===== src/rtl/radix6_bfly_sched_if.sv =====
// Stream interface for the radix-6 butterfly sequencer: one sample-in channel
// and one result-out channel, each with a valid/ready handshake.
interface radix6_bfly_sched_if #(
    parameter int unsigned DW = 32
);
    logic          in_valid;
    logic          in_ready;
    logic [DW-1:0] in_re;
    logic [DW-1:0] in_img;

    logic          out_valid;
    logic          out_ready;
    logic [DW-1:0] out_re;
    logic [DW-1:0] out_img;
    logic [2:0]    out_idx;
    logic          out_last;

    // Sequencer side: consumes samples, produces results.
    modport slave (
        input  in_valid, in_re, in_img, out_ready,
        output in_ready, out_valid, out_re, out_img, out_idx, out_last
    );

    // Upstream/downstream side: produces samples, consumes results.
    modport master (
        output in_valid, in_re, in_img, out_ready,
        input  in_ready, out_valid, out_re, out_img, out_idx, out_last
    );
endinterface


===== src/rtl/radix6_bfly_sched.sv =====
// Radix-6 butterfly sequencer.
// Gathers six complex samples into the butterfly input registers, holds them
// for the butterfly latency, captures the six results and drains them one
// per handshake. Words pass through bit-exact; no arithmetic here.
//
//   state      | meaning
//   -----------+-----------------------------------------------------------
//   ST_COLLECT | accepting samples 0..5 into bf_a..bf_f
//   ST_WAIT    | inputs stable; down-counting the butterfly latency
//   ST_DRAIN   | presenting buffered results ao..fo on the output stream
module radix6_bfly_sched #(
    parameter int unsigned BF_LAT = 2,
    parameter int unsigned DW     = 32
) (
    input  logic                 clk,
    input  logic                 rst_n,
    input  logic                 soft_clr,
    radix6_bfly_sched_if.slave   io,
    output logic [DW-1:0]        bf_a_re,
    output logic [DW-1:0]        bf_a_img,
    output logic [DW-1:0]        bf_b_re,
    output logic [DW-1:0]        bf_b_img,
    output logic [DW-1:0]        bf_c_re,
    output logic [DW-1:0]        bf_c_img,
    output logic [DW-1:0]        bf_d_re,
    output logic [DW-1:0]        bf_d_img,
    output logic [DW-1:0]        bf_e_re,
    output logic [DW-1:0]        bf_e_img,
    output logic [DW-1:0]        bf_f_re,
    output logic [DW-1:0]        bf_f_img,
    input  logic [DW-1:0]        bf_ao_re,
    input  logic [DW-1:0]        bf_ao_img,
    input  logic [DW-1:0]        bf_bo_re,
    input  logic [DW-1:0]        bf_bo_img,
    input  logic [DW-1:0]        bf_co_re,
    input  logic [DW-1:0]        bf_co_img,
    input  logic [DW-1:0]        bf_do_re,
    input  logic [DW-1:0]        bf_do_img,
    input  logic [DW-1:0]        bf_eo_re,
    input  logic [DW-1:0]        bf_eo_img,
    input  logic [DW-1:0]        bf_fo_re,
    input  logic [DW-1:0]        bf_fo_img,
    output logic                 busy,
    output logic [15:0]          group_cnt
);

    typedef enum logic [1:0] {
        ST_COLLECT = 2'd0,
        ST_WAIT    = 2'd1,
        ST_DRAIN   = 2'd2
    } state_t;

    localparam logic [3:0] LAT_INIT = 4'(BF_LAT);

    state_t        state_q, state_d;
    logic [2:0]    k_q, k_d;
    logic [3:0]    wait_q, wait_d;
    logic [2:0]    idx_q, idx_d;
    logic [15:0]   group_cnt_q;
    logic          accept, capture;
    logic          in_ready_c, out_valid_c;

    logic [DW-1:0] in_re_q  [6];
    logic [DW-1:0] in_img_q [6];
    logic [DW-1:0] res_re_q [6];
    logic [DW-1:0] res_img_q[6];
    logic [DW-1:0] bfo_re   [6];
    logic [DW-1:0] bfo_img  [6];

    assign bfo_re  = '{bf_ao_re,  bf_bo_re,  bf_co_re,  bf_do_re,  bf_eo_re,  bf_fo_re};
    assign bfo_img = '{bf_ao_img, bf_bo_img, bf_co_img, bf_do_img, bf_eo_img, bf_fo_img};

    // Next-state and handshake decode; soft_clr overrides everything last.
    always_comb begin
        state_d     = state_q;
        k_d         = k_q;
        wait_d      = wait_q;
        idx_d       = idx_q;
        accept      = 1'b0;
        capture     = 1'b0;
        in_ready_c  = 1'b0;
        out_valid_c = 1'b0;
        case (state_q)
            ST_COLLECT: begin
                in_ready_c = 1'b1;
                if (io.in_valid) begin
                    accept = 1'b1;
                    if (k_q == 3'd5) begin
                        k_d     = 3'd0;
                        wait_d  = LAT_INIT;
                        state_d = ST_WAIT;
                    end else begin
                        k_d = k_q + 3'd1;
                    end
                end
            end
            ST_WAIT: begin
                if (wait_q != 4'd0) begin
                    wait_d = wait_q - 4'd1;
                end else begin
                    capture = 1'b1;
                    idx_d   = 3'd0;
                    state_d = ST_DRAIN;
                end
            end
            ST_DRAIN: begin
                out_valid_c = 1'b1;
                if (io.out_ready) begin
                    if (idx_q == 3'd5) begin
                        idx_d   = 3'd0;
                        state_d = ST_COLLECT;
                    end else begin
                        idx_d = idx_q + 3'd1;
                    end
                end
            end
            default: state_d = ST_COLLECT;
        endcase
        if (soft_clr) begin
            state_d    = ST_COLLECT;
            k_d        = 3'd0;
            wait_d     = 4'd0;
            idx_d      = 3'd0;
            accept     = 1'b0;
            capture    = 1'b0;
            in_ready_c = 1'b0;
        end
    end

    // Control state register.
    always_ff @(posedge clk or negedge rst_n) begin
        if (!rst_n) begin
            state_q <= ST_COLLECT;
            k_q     <= 3'd0;
            wait_q  <= 4'd0;
            idx_q   <= 3'd0;
        end else begin
            state_q <= state_d;
            k_q     <= k_d;
            wait_q  <= wait_d;
            idx_q   <= idx_d;
        end
    end

    // Butterfly input registers; only written on an accepted sample.
    always_ff @(posedge clk or negedge rst_n) begin
        if (!rst_n) begin
            for (int i = 0; i < 6; i++) begin
                in_re_q[i]  <= '0;
                in_img_q[i] <= '0;
            end
        end else if (accept) begin
            in_re_q[k_q]  <= io.in_re;
            in_img_q[k_q] <= io.in_img;
        end
    end

    // Result buffer and completed-group counter, updated on capture.
    always_ff @(posedge clk or negedge rst_n) begin
        if (!rst_n) begin
            for (int i = 0; i < 6; i++) begin
                res_re_q[i]  <= '0;
                res_img_q[i] <= '0;
            end
            group_cnt_q <= 16'd0;
        end else if (capture) begin
            for (int i = 0; i < 6; i++) begin
                res_re_q[i]  <= bfo_re[i];
                res_img_q[i] <= bfo_img[i];
            end
            group_cnt_q <= group_cnt_q + 16'd1;
        end
    end

    assign bf_a_re  = in_re_q[0];
    assign bf_a_img = in_img_q[0];
    assign bf_b_re  = in_re_q[1];
    assign bf_b_img = in_img_q[1];
    assign bf_c_re  = in_re_q[2];
    assign bf_c_img = in_img_q[2];
    assign bf_d_re  = in_re_q[3];
    assign bf_d_img = in_img_q[3];
    assign bf_e_re  = in_re_q[4];
    assign bf_e_img = in_img_q[4];
    assign bf_f_re  = in_re_q[5];
    assign bf_f_img = in_img_q[5];

    assign io.in_ready  = in_ready_c;
    assign io.out_valid = out_valid_c;
    assign io.out_re    = res_re_q[idx_q];
    assign io.out_img   = res_img_q[idx_q];
    assign io.out_idx   = idx_q;
    assign io.out_last  = (idx_q == 3'd5);

    assign busy      = (state_q != ST_COLLECT) || (k_q != 3'd0);
    assign group_cnt = group_cnt_q;

endmodule


===== src/flat_wrapper.sv =====
// flat-port wrapper written by rule: the top's interface ports become plain ports
module radix6_bfly_sched_flat 
#(
    parameter int unsigned BF_LAT = 2,
    parameter int unsigned DW     = 32
)
  (clk, rst_n, soft_clr, bf_a_re, bf_a_img, bf_b_re, bf_b_img, bf_c_re, bf_c_img, bf_d_re, bf_d_img, bf_e_re, bf_e_img, bf_f_re, bf_f_img, bf_ao_re, bf_ao_img, bf_bo_re, bf_bo_img, bf_co_re, bf_co_img, bf_do_re, bf_do_img, bf_eo_re, bf_eo_img, bf_fo_re, bf_fo_img, busy, group_cnt, io_in_valid, io_in_re, io_in_img, io_out_ready, io_in_ready, io_out_valid, io_out_re, io_out_img, io_out_idx, io_out_last);
  radix6_bfly_sched_if #(.DW(DW)) io_i ();
  input  logic clk;
  input  logic rst_n;
  input  logic soft_clr;
  output logic [DW-1:0] bf_a_re;
  output logic [DW-1:0] bf_a_img;
  output logic [DW-1:0] bf_b_re;
  output logic [DW-1:0] bf_b_img;
  output logic [DW-1:0] bf_c_re;
  output logic [DW-1:0] bf_c_img;
  output logic [DW-1:0] bf_d_re;
  output logic [DW-1:0] bf_d_img;
  output logic [DW-1:0] bf_e_re;
  output logic [DW-1:0] bf_e_img;
  output logic [DW-1:0] bf_f_re;
  output logic [DW-1:0] bf_f_img;
  input  logic [DW-1:0] bf_ao_re;
  input  logic [DW-1:0] bf_ao_img;
  input  logic [DW-1:0] bf_bo_re;
  input  logic [DW-1:0] bf_bo_img;
  input  logic [DW-1:0] bf_co_re;
  input  logic [DW-1:0] bf_co_img;
  input  logic [DW-1:0] bf_do_re;
  input  logic [DW-1:0] bf_do_img;
  input  logic [DW-1:0] bf_eo_re;
  input  logic [DW-1:0] bf_eo_img;
  input  logic [DW-1:0] bf_fo_re;
  input  logic [DW-1:0] bf_fo_img;
  output logic busy;
  output logic [15:0] group_cnt;
  input wire logic [$bits(io_i.in_valid)-1:0] io_in_valid;
  input wire logic [$bits(io_i.in_re)-1:0] io_in_re;
  input wire logic [$bits(io_i.in_img)-1:0] io_in_img;
  input wire logic [$bits(io_i.out_ready)-1:0] io_out_ready;
  output wire logic [$bits(io_i.in_ready)-1:0] io_in_ready;
  output wire logic [$bits(io_i.out_valid)-1:0] io_out_valid;
  output wire logic [$bits(io_i.out_re)-1:0] io_out_re;
  output wire logic [$bits(io_i.out_img)-1:0] io_out_img;
  output wire logic [$bits(io_i.out_idx)-1:0] io_out_idx;
  output wire logic [$bits(io_i.out_last)-1:0] io_out_last;
  assign io_i.in_valid = io_in_valid;
  assign io_i.in_re = io_in_re;
  assign io_i.in_img = io_in_img;
  assign io_i.out_ready = io_out_ready;
  assign io_in_ready = io_i.in_ready;
  assign io_out_valid = io_i.out_valid;
  assign io_out_re = io_i.out_re;
  assign io_out_img = io_i.out_img;
  assign io_out_idx = io_i.out_idx;
  assign io_out_last = io_i.out_last;
  radix6_bfly_sched #(.BF_LAT(BF_LAT), .DW(DW)) u_core (.clk(clk), .rst_n(rst_n), .soft_clr(soft_clr), .io(io_i), .bf_a_re(bf_a_re), .bf_a_img(bf_a_img), .bf_b_re(bf_b_re), .bf_b_img(bf_b_img), .bf_c_re(bf_c_re), .bf_c_img(bf_c_img), .bf_d_re(bf_d_re), .bf_d_img(bf_d_img), .bf_e_re(bf_e_re), .bf_e_img(bf_e_img), .bf_f_re(bf_f_re), .bf_f_img(bf_f_img), .bf_ao_re(bf_ao_re), .bf_ao_img(bf_ao_img), .bf_bo_re(bf_bo_re), .bf_bo_img(bf_bo_img), .bf_co_re(bf_co_re), .bf_co_img(bf_co_img), .bf_do_re(bf_do_re), .bf_do_img(bf_do_img), .bf_eo_re(bf_eo_re), .bf_eo_img(bf_eo_img), .bf_fo_re(bf_fo_re), .bf_fo_img(bf_fo_img), .busy(busy), .group_cnt(group_cnt));
endmodule

===== config.mk =====
export PLATFORM = sky130hd
export DESIGN_NAME = radix6_bfly_sched_flat
export DESIGN_NICKNAME = d
export VERILOG_FILES = /design/src/rtl/radix6_bfly_sched_if.sv /design/src/rtl/radix6_bfly_sched.sv /design/src/flat_wrapper.sv
export SDC_FILE = /design/constraint.sdc
export NUM_CORES = 1
export LEC_CHECK = 0
export BUFFER_PORTS_ARGS = -buffer_cell sky130_fd_sc_hd__buf_4
export CELL_PAD_IN_SITES_DETAIL_PLACEMENT = 0
export CELL_PAD_IN_SITES_GLOBAL_PLACEMENT = 2
export CORE_AREA = 2 2 365 367
export CTS_CLUSTER_SIZE = 16
export DETAILED_ROUTE_END_ITERATION = 8
export DIE_AREA = 0 0 367 369
export GPL_TIMING_DRIVEN = 0
export MAX_ROUTING_LAYER = met4
export PLACE_DENSITY_LB_ADDON = 0.1
export SYNTH_ARGS = -nofsm -noshare
export SYNTH_HDL_FRONTEND = slang
export SYNTH_SLANG_ARGS = --single-unit

===== constraint.sdc =====
create_clock -name clk -period 2.74 [get_ports clk]
set_clock_uncertainty 0.05 [all_clocks]
set_input_delay 0.822 -clock clk [delete_from_list [all_inputs] [get_ports clk]]
set_output_delay 0.822 -clock clk [all_outputs]
set_load 0.02 [all_outputs]

; ---- Yosys cells after proc, flatten, opt, wreduce, memory -nomap -nowiden
; Index checks and enable logic that the tools add are counted.
; W data, S select, Z words.
[op_classes]
n_addsub = 4
n_lt_le_gt_ge = 3
n_eq_ne = 10
n_mux = 40
bitwise = 2
n_reduce_logical = 14
[op_table]
columns = op, n
row1 = $bwmux W192, 2
row2 = $bmux W32 S3, 2
row3 = $mux W32, 5
row4 = $demux W32 S3, 1
row5 = $mux W3, 8
row6 = $add A16 B1 Y16 const B, 1
row7 = $mux W4, 4
row8 = $mux W2, 6
row9 = $ne A3 B3 Y1 const B, 4
row10 = $mux W1, 9
row11 = $reduce_bool A3 Y1, 3
row12 = $ge A4 B4 Y1 const B, 2
row13 = $not A3 Y4, 2
row14 = $pmux W4 S2, 1
row15 = $add A3 B1 Y3 const B, 2
row16 = $eq A3 B3 Y1 const B, 2
row17 = $ne A3 B2 Y1 const B, 2
row18 = $pmux W2 S3, 1
row19 = $pmux W3 S2, 1
row20 = $reduce_bool A2 Y1, 3
row21 = $reduce_and A5 Y1, 1
row22 = $lt A4 B1 Y1 const B, 1
row23 = $reduce_and A4 Y1, 1
row24 = $reduce_bool A4 Y1, 1
row25 = other kinds (8), 8
[word_totals]
register_bits = 796
inputBits = 453
output_inout_bits = 471
word_cells = 102

; ---- Logic depth before layout (Yosys ltp)
; Gate-level depths: netlist of the first run.
[logic_depth]
word_depth = 6
ltp_mapped = 10

; ---- Least setup slack after synthesis of the first run
; OpenSTA, ideal clock, no wires.
[synth_path]
path_type = register to output
startpoint = register u_core.idx_q[0], in the netlist u_core.io.out_idx[0]
endpoint = output io_out_img[30]
arrival_ns = 2.036
required_time_ns = 1.868
path_slack_ns = -0.168
path_stages_with_launch = 7
cell_sequence = dfrtp_1 -> clkbuf_1 -> buf_2 -> buf_1 -> buf_2 -> mux2i_1 -> o22ai_1
[synth_via]
elab_chain_len = 4
[synth_lines]
columns = element, line
row1 = "start, declared", radix6_bfly_sched.sv:58  ; logic [2:0] idx_q, idx_d;
row2 = "start signal, assigned", radix6_bfly_sched.sv:141  ; idx_q <= idx_d;
row3 = $not A3 Y4 (not written as such), radix6_bfly_sched.sv:191  ; assign io.out_img = res_img_q[idx_q];
row4 = $bmux W32 S3, radix6_bfly_sched.sv:191
row5 = $mux W32 (not written as such) (2 in a row), radix6_bfly_sched.sv:191
row6 = "end, declared", flat_wrapper.sv:45  ; output wire logic [$bits(io_i.out_img)-1:0] io_out_img;
; Every way passes these cells. The select of a mux whose other input is x is not followed.

; ---- Worst setup path in the final report of the first run
[layout_path]
startpoint = register u_core.idx_q[0], in the netlist u_core.io.out_idx[0]
endpoint = output io_out_re[22]
[layout_via]
elab_chain_len = 4
[layout_lines]
columns = element, line
row1 = $not A3 Y4 (not written as such), radix6_bfly_sched.sv:190  ; assign io.out_re = res_re_q[idx_q];
row2 = $bmux W32 S3, radix6_bfly_sched.sv:190
row3 = $mux W32 (not written as such) (2 in a row), radix6_bfly_sched.sv:190
row4 = "end, declared", flat_wrapper.sv:44  ; output wire logic [$bits(io_i.out_re)-1:0] io_out_re;
; Every way passes these cells. The select of a mux whose other input is x is not followed.

==> results.tsv, run 1 <==
stage	metric	value	unit
run_status	status	complete, but fails checks	
run_status	violations	setup timing	
job	max_cap_violations	0	
logic_synthesis	ys_types	41	
floorplan	num_rows	133	
timing	fin_ws	-0.518	ns
logic_synthesis	syn-num-nets	3321	
global_routing	grtUsageTotal	21.2	%
logic_synthesis	synth_top_cell_area_share	60.7	%
logic_synthesis	ys_warn_count	0	
global_routing	grt.overflow.total	0	
timing	slew_headroom	38.9	%
routing	first_pass_iters	5	
worst_hold_path	hp-class	input pin to flop	
critical_path	cp-start-kind	flop	
final_layout	fin_cells	5795	
placed_design	port_buffers	923	
logic_synthesis	ys_top_cells_by_count	nand2_1, dfrtp_1, mux2_2	
floorplan	die_w	367	µm
floorplan	die_y	369	µm
logic_synthesis	yosys_most_used_dff	dfrtp_1	
logic_synthesis	async_flop_share	100	%
floorplan	core	131000	µm²
placed_design	dp_hpwl	109000	µm
global_routing	grt_pass1_vias	26600	
clock_tree	numCtsBuffers	97	
timing	hold_viol	0	
critical_path	cp_cell_sequence	buf_12 > buf_16 > buf_12 > mux4_2 > inv_2 > o22ai_4 > buf_6	
critical_path	slowest_delay	0.54	ns
final_layout	regArea	19900	µm²
clock_tree	cts.sinks	796	
critical_path	crit_slowest_cell	mux4_2	
logic_synthesis	synth_top_cell_by_area	dfrtp_1	
clock_tree	root_buffer	clkbuf_16	
routing	drt_iter0_markers	1228	
placed_design	placed_area	42200	µm²
logic_synthesis	synthTopCellsByArea	dfrtp_1, nand2_1, mux2_2	
final_layout	fin_nets	4378	
timing	drv_slew	0	
clock_tree	cts_tree	built	
timing	clock.fmax	307	MHz
global_routing	grt_max_degree	108	
routing	routedWlPerCell	24.6	µm
final_layout	layout-drive-gt1-share	44.9	%
logic_synthesis	synth_edf_count	0	
logic_synthesis	seq_area_frac_synth	60.7	%
critical_path	crit_arrival	2.39	ns
critical_path	worstPathMaxFanout	8	
final_layout	n_fill_cell	13600	
power_and_ir_drop	p_leak	23.9	nW
logic_synthesis	synth_most_common_cell	nand2_1	
clock_tree	htreeDepth	3	
timing	period_share	119	%
floorplan	io_pins	924	
routing	wl	142000	µm
critical_path	worstPathRequired	1.87	ns
global_routing	grt_pass1_wl	200000	µm
clock_tree	clk_transition_reported_paths	0.06	ns
routing	via_per_inst	4.31	
timing	rsz0062_at_grt	true	
placed_design	placed_cells	5552	
floorplan	start_util	25.0	%
clock_tree	clk_latency	0.69	ns
logic_synthesis	synth_area	32800	µm²
logic_synthesis	syn_avg_cell_area	11.4	µm²
global_routing	antenna_found_initial	44	
timing	fin_crit	3.26	ns
power_and_ir_drop	power.density	740	nW/µm²
timing	finalSetupViolations	65	
routing	antenna_left	0	
routing	drc	0	
critical_path	worstSetupEndpointType	output pin	
final_layout	multi_input_area	12200	µm²
logic_synthesis	postSynthCellCount	2865	
final_layout	stdcell_area	47200	µm²
floorplan	die_area	135000	µm²
critical_path	setup.worst_path.class	flop to output pin	
logic_synthesis	ys_seq_elements	796	
placed_design	gp_congestion	0.774	
timing	tightest_slew	0.911	ns
clock_tree	cts.path.max_buffers	3	
routing	vias	25000	
power_and_ir_drop	vdd_drop_max	0.000539	V
critical_path	crit_path_frequent_cell	buf_12	
final_layout	area_growth	44.0	%
per-layer routing:
metal | GRT usage (%) | vias to the layer above | share of wire [%]
met5 | - | - | 0
met4 | 5.78 | 0 | 2.3
met3 | 6.13 | 149 | 7.0
met2 | 35.7 | 724 | 50
met1 | 24.5 | 12500 | 41
li1 | - | 11600 | -
per-stage QoR:
stage	hold WS [ns]	power (mW)	util (%)	setup WS, ns	setup TNS [ns]
after floorplan	0.390	17.0	-	-0.00175	-0.00702
after global placement	0.403	20.8	32.0	-9.78	-8080.40
after detailed placement	0.407	20.9	32.2	-1.17	-462.15
after CTS	0.183	35.5	35.6	-0.603	-33.87
after global routing	0.222	36.4	36.0	-0.597	-34.33
final	0.248	35.0	36.0	-0.518	-28.43
path summary, 6_finish.rpt:
check / start / end / slack, ns / depth (start not counted)
max: u_core.io.out_idx[0] / io_out_re[22] / -0.52 / 7
min: bf_fo_img[23] / u_core.res_img_q[23] / 0.25 / 3
max reg2reg: u_core.state_q[1] / u_core.bf_e_re[27] / 0.17 / 6
min reg2reg: u_core.res_img_q[111] / u_core.res_img_q[111] / 0.42 / 2
max in group asynchronous: rst_n / u_core.bf_a_re[21] / 0.40 / 5
min in group asynchronous: rst_n / u_core.res_img_q[4] / 0.60 / 2
cell families (layout without fill, tap and decap cells):
family | Yosys count | count (layout) | synth area share (%)
mux | 514 | 514 | 19.6
compound gates | 82 | 82 | 1.55
flops | 796 | 796 | 60.7
other cells | 0 | 41 | 0
buf+inv | 233 | 1367 | 3.19
simple gates | 1221 | 1221 | 14.4
xor+xnor | 16 | 16 | 0.427
fa+ha+maj | 3 | 3 | 0.114
cells in the final DEF, fill, tap and decap left out, types with 4 or more instances in the layout:
cell type  synthesis  layout
buf_2             45      15
o22ai_2            0      22
xor2_1             4       4
clkbuf_4           0      21
clkinv_16          0       4
nor3_1             7       5
clkbuf_1          86      36
mux2i_4            0       9
o21ai_0            6       6
nand2_1         1170    1168
clkbuf_8           0      24
dfrtp_1          796     793
nor2b_1            4       4
bufinv_16          0      17
mux2i_2            0      12
nor2_1            10       9
buf_8              0       4
o22ai_1           64      36
nand4_1            4       4
mux2i_1           66      45
clkbuf_2           0      46
buf_12             0      11
clkbuf_16          0     105
diode_2            0      41
mux2_2           380     380
a21oi_1            4       4
xnor2_1           12      12
o22ai_4            0       6
buf_16             0      14
mux4_2            64      64
clkinv_2           0      15
and4_1             4       4
nand3_1            4       4
inv_2              0      28
nand2b_1           4       4
inv_1             69      41
mux2_1             4       4
buf_6             12      37
buf_4              7     942
worst max-delay path: cells and delay by family, from the launching register on:
family | cells | cell delay, ns
buf+inv | 5 | 0.69
mux | 1 | 0.54
compound gates | 1 | 0.08
flops | 1 | 0.37
flip-flops by register name (all words and copies together) (netlist names):
name / flops
u_core.bf_a_img: 32
u_core.bf_a_re: 32
u_core.bf_b_img: 32
u_core.bf_b_re: 32
u_core.bf_c_img: 32
u_core.bf_c_re: 32
u_core.bf_d_img: 32
u_core.bf_d_re: 32
u_core.bf_e_img: 32
u_core.bf_e_re: 32
u_core.bf_f_img: 32
u_core.bf_f_re: 32
u_core.group_cnt: 16
u_core.io.out_idx: 3
u_core.k_q: 3
u_core.res_img_q: 192
u_core.res_re_q: 192
u_core.state_q: 2
u_core.wait_q: 4
where the power goes:
| group | switching, mW | internal (mW) | leakage (nW) |
|---|---|---|---|
| Combinational | 3.57 | 3.08 | 11.8 |
| Sequential | 0.764 | 13.2 | 10.3 |
| Clock | 5.57 | 8.76 | 1.74 |
| Total | 9.90 | 25.1 | 23.9 |
layout make-up:
cell class | instances | share of cell area, %
flip-flops and latches | 796 | 42.2
multi-input cells | 1836 | 25.9
repair buffers | 960 | 16.2
clock buffers | 135 | 5.91
well taps | 1755 | 4.65
plain buffers | 162 | 2.73
clock inverters | 41 | 1.63
inverters | 69 | 0.548
diodes | 41 | 0.217
repair_timing:
action,in CTS,in global routing
hold buffers,1,0
gates cloned,2,6
gates resized for setup,243,101
pin swaps,1,10
setup endpoints to repair,669,478
endpoints found under the hold margin,43,0
setup buffers,14,7
Power figures use the tool's default switching activity.
==> run 2, diff against run 1 <==
--- a/config.mk
+++ b/config.mk
@@ -8,10 +8,10 @@
 export BUFFER_PORTS_ARGS = -buffer_cell sky130_fd_sc_hd__buf_4
 export CELL_PAD_IN_SITES_DETAIL_PLACEMENT = 0
 export CELL_PAD_IN_SITES_GLOBAL_PLACEMENT = 2
-export CORE_AREA = 2 2 365 367
+export CORE_AREA = 2 2 358 360
 export CTS_CLUSTER_SIZE = 16
 export DETAILED_ROUTE_END_ITERATION = 8
-export DIE_AREA = 0 0 367 369
+export DIE_AREA = 0 0 360 362
 export GPL_TIMING_DRIVEN = 0
 export MAX_ROUTING_LAYER = met4
 export PLACE_DENSITY_LB_ADDON = 0.1
==> results.tsv, run 2 (same netlist as run 1, synthesis figures left out) <==
stage	metric	value	unit	change
run_status	status	complete, but fails checks		unchanged
run_status	violations	setup timing		unchanged
routing	wl	139000	µm	was 142000 µm
timing	slew_headroom	43.8	%	was 38.9%
timing	hold_viol	0		unchanged
floorplan	start_util	25.9	%	was 25.0%
timing	clock.fmax	309	MHz	was 307 MHz
critical_path	cp_cell_sequence	buf_12 > buf_16 > buf_12 > mux4_2 > inv_2 > o22ai_2 > buf_6		was buf_12 > buf_16 > buf_12 > mux4_2 > inv_2 > o22ai_4 > buf_6
critical_path	r2r-start	u_core.state_q[1]		unchanged
critical_path	worstSetupEndpointType	output pin		unchanged
timing	finalSetupViolations	65		unchanged
global_routing	gr-usage-met1	25.2	%	was 24.5%
critical_path	crit_slowest_cell	mux4_2		unchanged
critical_path	cp-startpoint	u_core.io.out_idx[0]		unchanged
critical_path	worstPathRequired	1.87	ns	about the same
power_and_ir_drop	power.density	726	nW/µm²	was 740 nW/µm²
global_routing	grtUsageTotal	21.7	%	was 21.2%
routing	routedWlPerCell	24.5	µm	was 24.6 µm
routing	first_pass_iters	5		unchanged
floorplan	num_rows	131		was 133
critical_path	crit_arrival	2.37	ns	was 2.39 ns
power_and_ir_drop	p_int	24.1	mW	was 25.1 mW
worst_hold_path	hp-class	input pin to async pin		was input pin to flop
power_and_ir_drop	swShare	28.7	%	was 28.3%
floorplan	die_w	360	µm	was 367 µm
timing	period_share	118	%	was 119%
global_routing	grt_max_degree	107		was 108
clock_tree	cts_tree	built		unchanged
routing	drt_iter0_markers	1337		was 1228
global_routing	antenna_found_initial	37		was 44
job	max_cap_violations	0		unchanged
routing	vias	25000		about the same
critical_path	slowest_delay	0.53	ns	was 0.54 ns
global_routing	grt_pass1_vias	26500		was 26600
final_layout	fin_nets	4371		was 4378
clock_tree	numCtsBuffers	97		unchanged
critical_path	timing.rr.end	u_core.bf_e_re[29]		was u_core.bf_e_re[27]
power_and_ir_drop	clkPwrFrac	39.2	%	was 41.0%
clock_tree	htreeDepth	3		unchanged
clock_tree	cts.path.max_buffers	3		unchanged
critical_path	crit_path_end	io_out_re[22]		unchanged
timing	drv_slew	0		unchanged
clock_tree	cts.sinks	796		unchanged
timing	fin_ws	-0.500	ns	was -0.518 ns
routing	via_per_inst	4.40		was 4.31
critical_path	reg2reg_depth	6		unchanged
timing	fin_crit	3.24	ns	was 3.26 ns
critical_path	worstPathMaxFanout	7		was 8
placed_design	placed_cells	5458		was 5552
floorplan	die_area	130000	µm²	was 135000 µm²
power_and_ir_drop	vdd_drop_max	0.000481	V	was 0.000539 V
floorplan	die_y	362	µm	was 369 µm
global_routing	use_met3	6.22	%	was 6.13%
timing	rsz0062_at_grt	true		unchanged
clock_tree	clk_latency	0.68	ns	was 0.69 ns
power_and_ir_drop	power.share.combinational	19.6	%	was 19.0%
floorplan	core	127000	µm²	was 131000 µm²
timing	fin_setup_tns	-27.34	ns	was -28.43 ns
routing	antenna_left	0		unchanged
power_and_ir_drop	p_leak	23.7	nW	was 23.9 nW
placed_design	dp_hpwl	106000	µm	was 109000 µm
placed_design	placed_area	42100	µm²	was 42200 µm²
timing	tightest_slew	0.843	ns	was 0.911 ns
power_and_ir_drop	p_sw	9.74	mW	was 9.90 mW
final_layout	most-common-layout-cells	nand2_1, buf_4, dfrtp_1		unchanged
clock_tree	root_buffer	clkbuf_16		unchanged
final_layout	layout-drive-gt1-share	45.0	%	was 44.9%
critical_path	cp-start-kind	flop		unchanged
final_layout	post-route-util	36.8	%	was 36.0%
placed_design	port_buffers	923		unchanged
power_and_ir_drop	p_seq_share	41.2	%	was 40.0%
final_layout	reg.largest.list	u_core.res_img_q (192), u_core.res_re_q (192)		unchanged
critical_path	crit_path_frequent_cell	buf_12		unchanged
final_layout	stdcell_area	46600	µm²	was 47200 µm²
power_and_ir_drop	p_total	33.9	mW	was 35.0 mW
floorplan	io_pins	924		unchanged
final_layout	layout_commonest_cell	nand2_1		unchanged
global_routing	gr-max-usage-layer	met2		unchanged
critical_path	setup.worst_path.class	flop to output pin		unchanged
global_routing	grt_pass1_wl	197000	µm	was 200000 µm
routing	drc	0		unchanged
placed_design	gp_congestion	0.791		was 0.774
global_routing	grtUsageMet2	35.6	%	was 35.7%
critical_path	reg2reg_slack	0.12	ns	was 0.17 ns
final_layout	fin_cells	5686		was 5795
final_layout	area_growth	42.2	%	was 44.0%
global_routing	grt.overflow.total	0		unchanged
clock_tree	clk_transition_reported_paths	0.06	ns	about the same
[run 2: final cells by class]
| class | count | area, µm² |
|---|---|---|
| buffer | 162 | 1230 |
| antenna | 35 | 87.6 |
| tap | 1662 | 2080 |
| multi-input combinational | 1836 | 12200 |
| inverter | 69 | 262 |
| clock inverter | 26 | 360 |
| fill | 12900 | 80100 |
| sequential | 796 | 19900 |
| clock buffer | 147 | 2930 |
| timing repair buffer | 953 | 7570 |
[run 2: how the worst min path moves through the flow]
stage	from	endpoint	slack (ns)	depth (start not counted)
4_1_cts	rst_n	u_core.bf_a_img[18]	0.01	2
3_5_place_dp	u_core.res_re_q[107]	u_core.res_re_q[107]	0.41	2
2_1_floorplan	u_core.res_img_q[100]	u_core.res_img_q[100]	0.39	2
3_3_place_gp	u_core.res_re_q[122]	u_core.res_re_q[122]	0.40	2
5_1_grt	rst_n	u_core.bf_c_img[21]	0.05	2
6_report	rst_n	u_core.bf_e_img[18]	0.06	2
[run 2: power by group through the flow]
stage / Clock [mW] / Combinational [mW] / Sequential [mW]
5_1_grt: 14.2 / 7.03 / 14.2
3_3_place_gp: 0 / 6.61 / 14.1
3_5_place_dp: 0 / 6.67 / 14.2
4_1_cts: 13.7 / 6.74 / 14.0
2_1_floorplan: 0 / 1.54 / 15.5
6_report: 13.3 / 6.64 / 14.0
[run 2: per-stage QoR]
stage / hold WS, ns / setup WS (ns)
6_report: 0.0641 / -0.500
5_1_grt: 0.0539 / -0.571
4_1_cts: 0.0131 / -0.575
3_5_place_dp: 0.407 / -1.19
3_3_place_gp: 0.402 / -9.64
2_1_floorplan: 0.390 / -0.00175
[run 2: what timing repair did]
action | in CTS | in global routing
pin swaps | 2 | 0
setup buffers | 12 | 5
resized for setup | 269 | 84
hold endpoints to repair | 6 | 0
hold buffers | 3 | 0
cloned | 1 | 1
endpoints found under the setup margin | 677 | 398
[run 2: critical path: cells and delay by family, from the launching register on]
family / cells / cell delay, ns
buf+inv: 5 / 0.69
mux: 1 / 0.53
flops: 1 / 0.37
compound gates: 1 / 0.08
[run 2: layer usage]
layer | wire, µm | vias to the layer above
met3 | 9450 | 168
met5 | 0 | -
li1 | - | 11600
met1 | 56500 | 12500
met2 | 69300 | 758
met4 | 4100 | 0
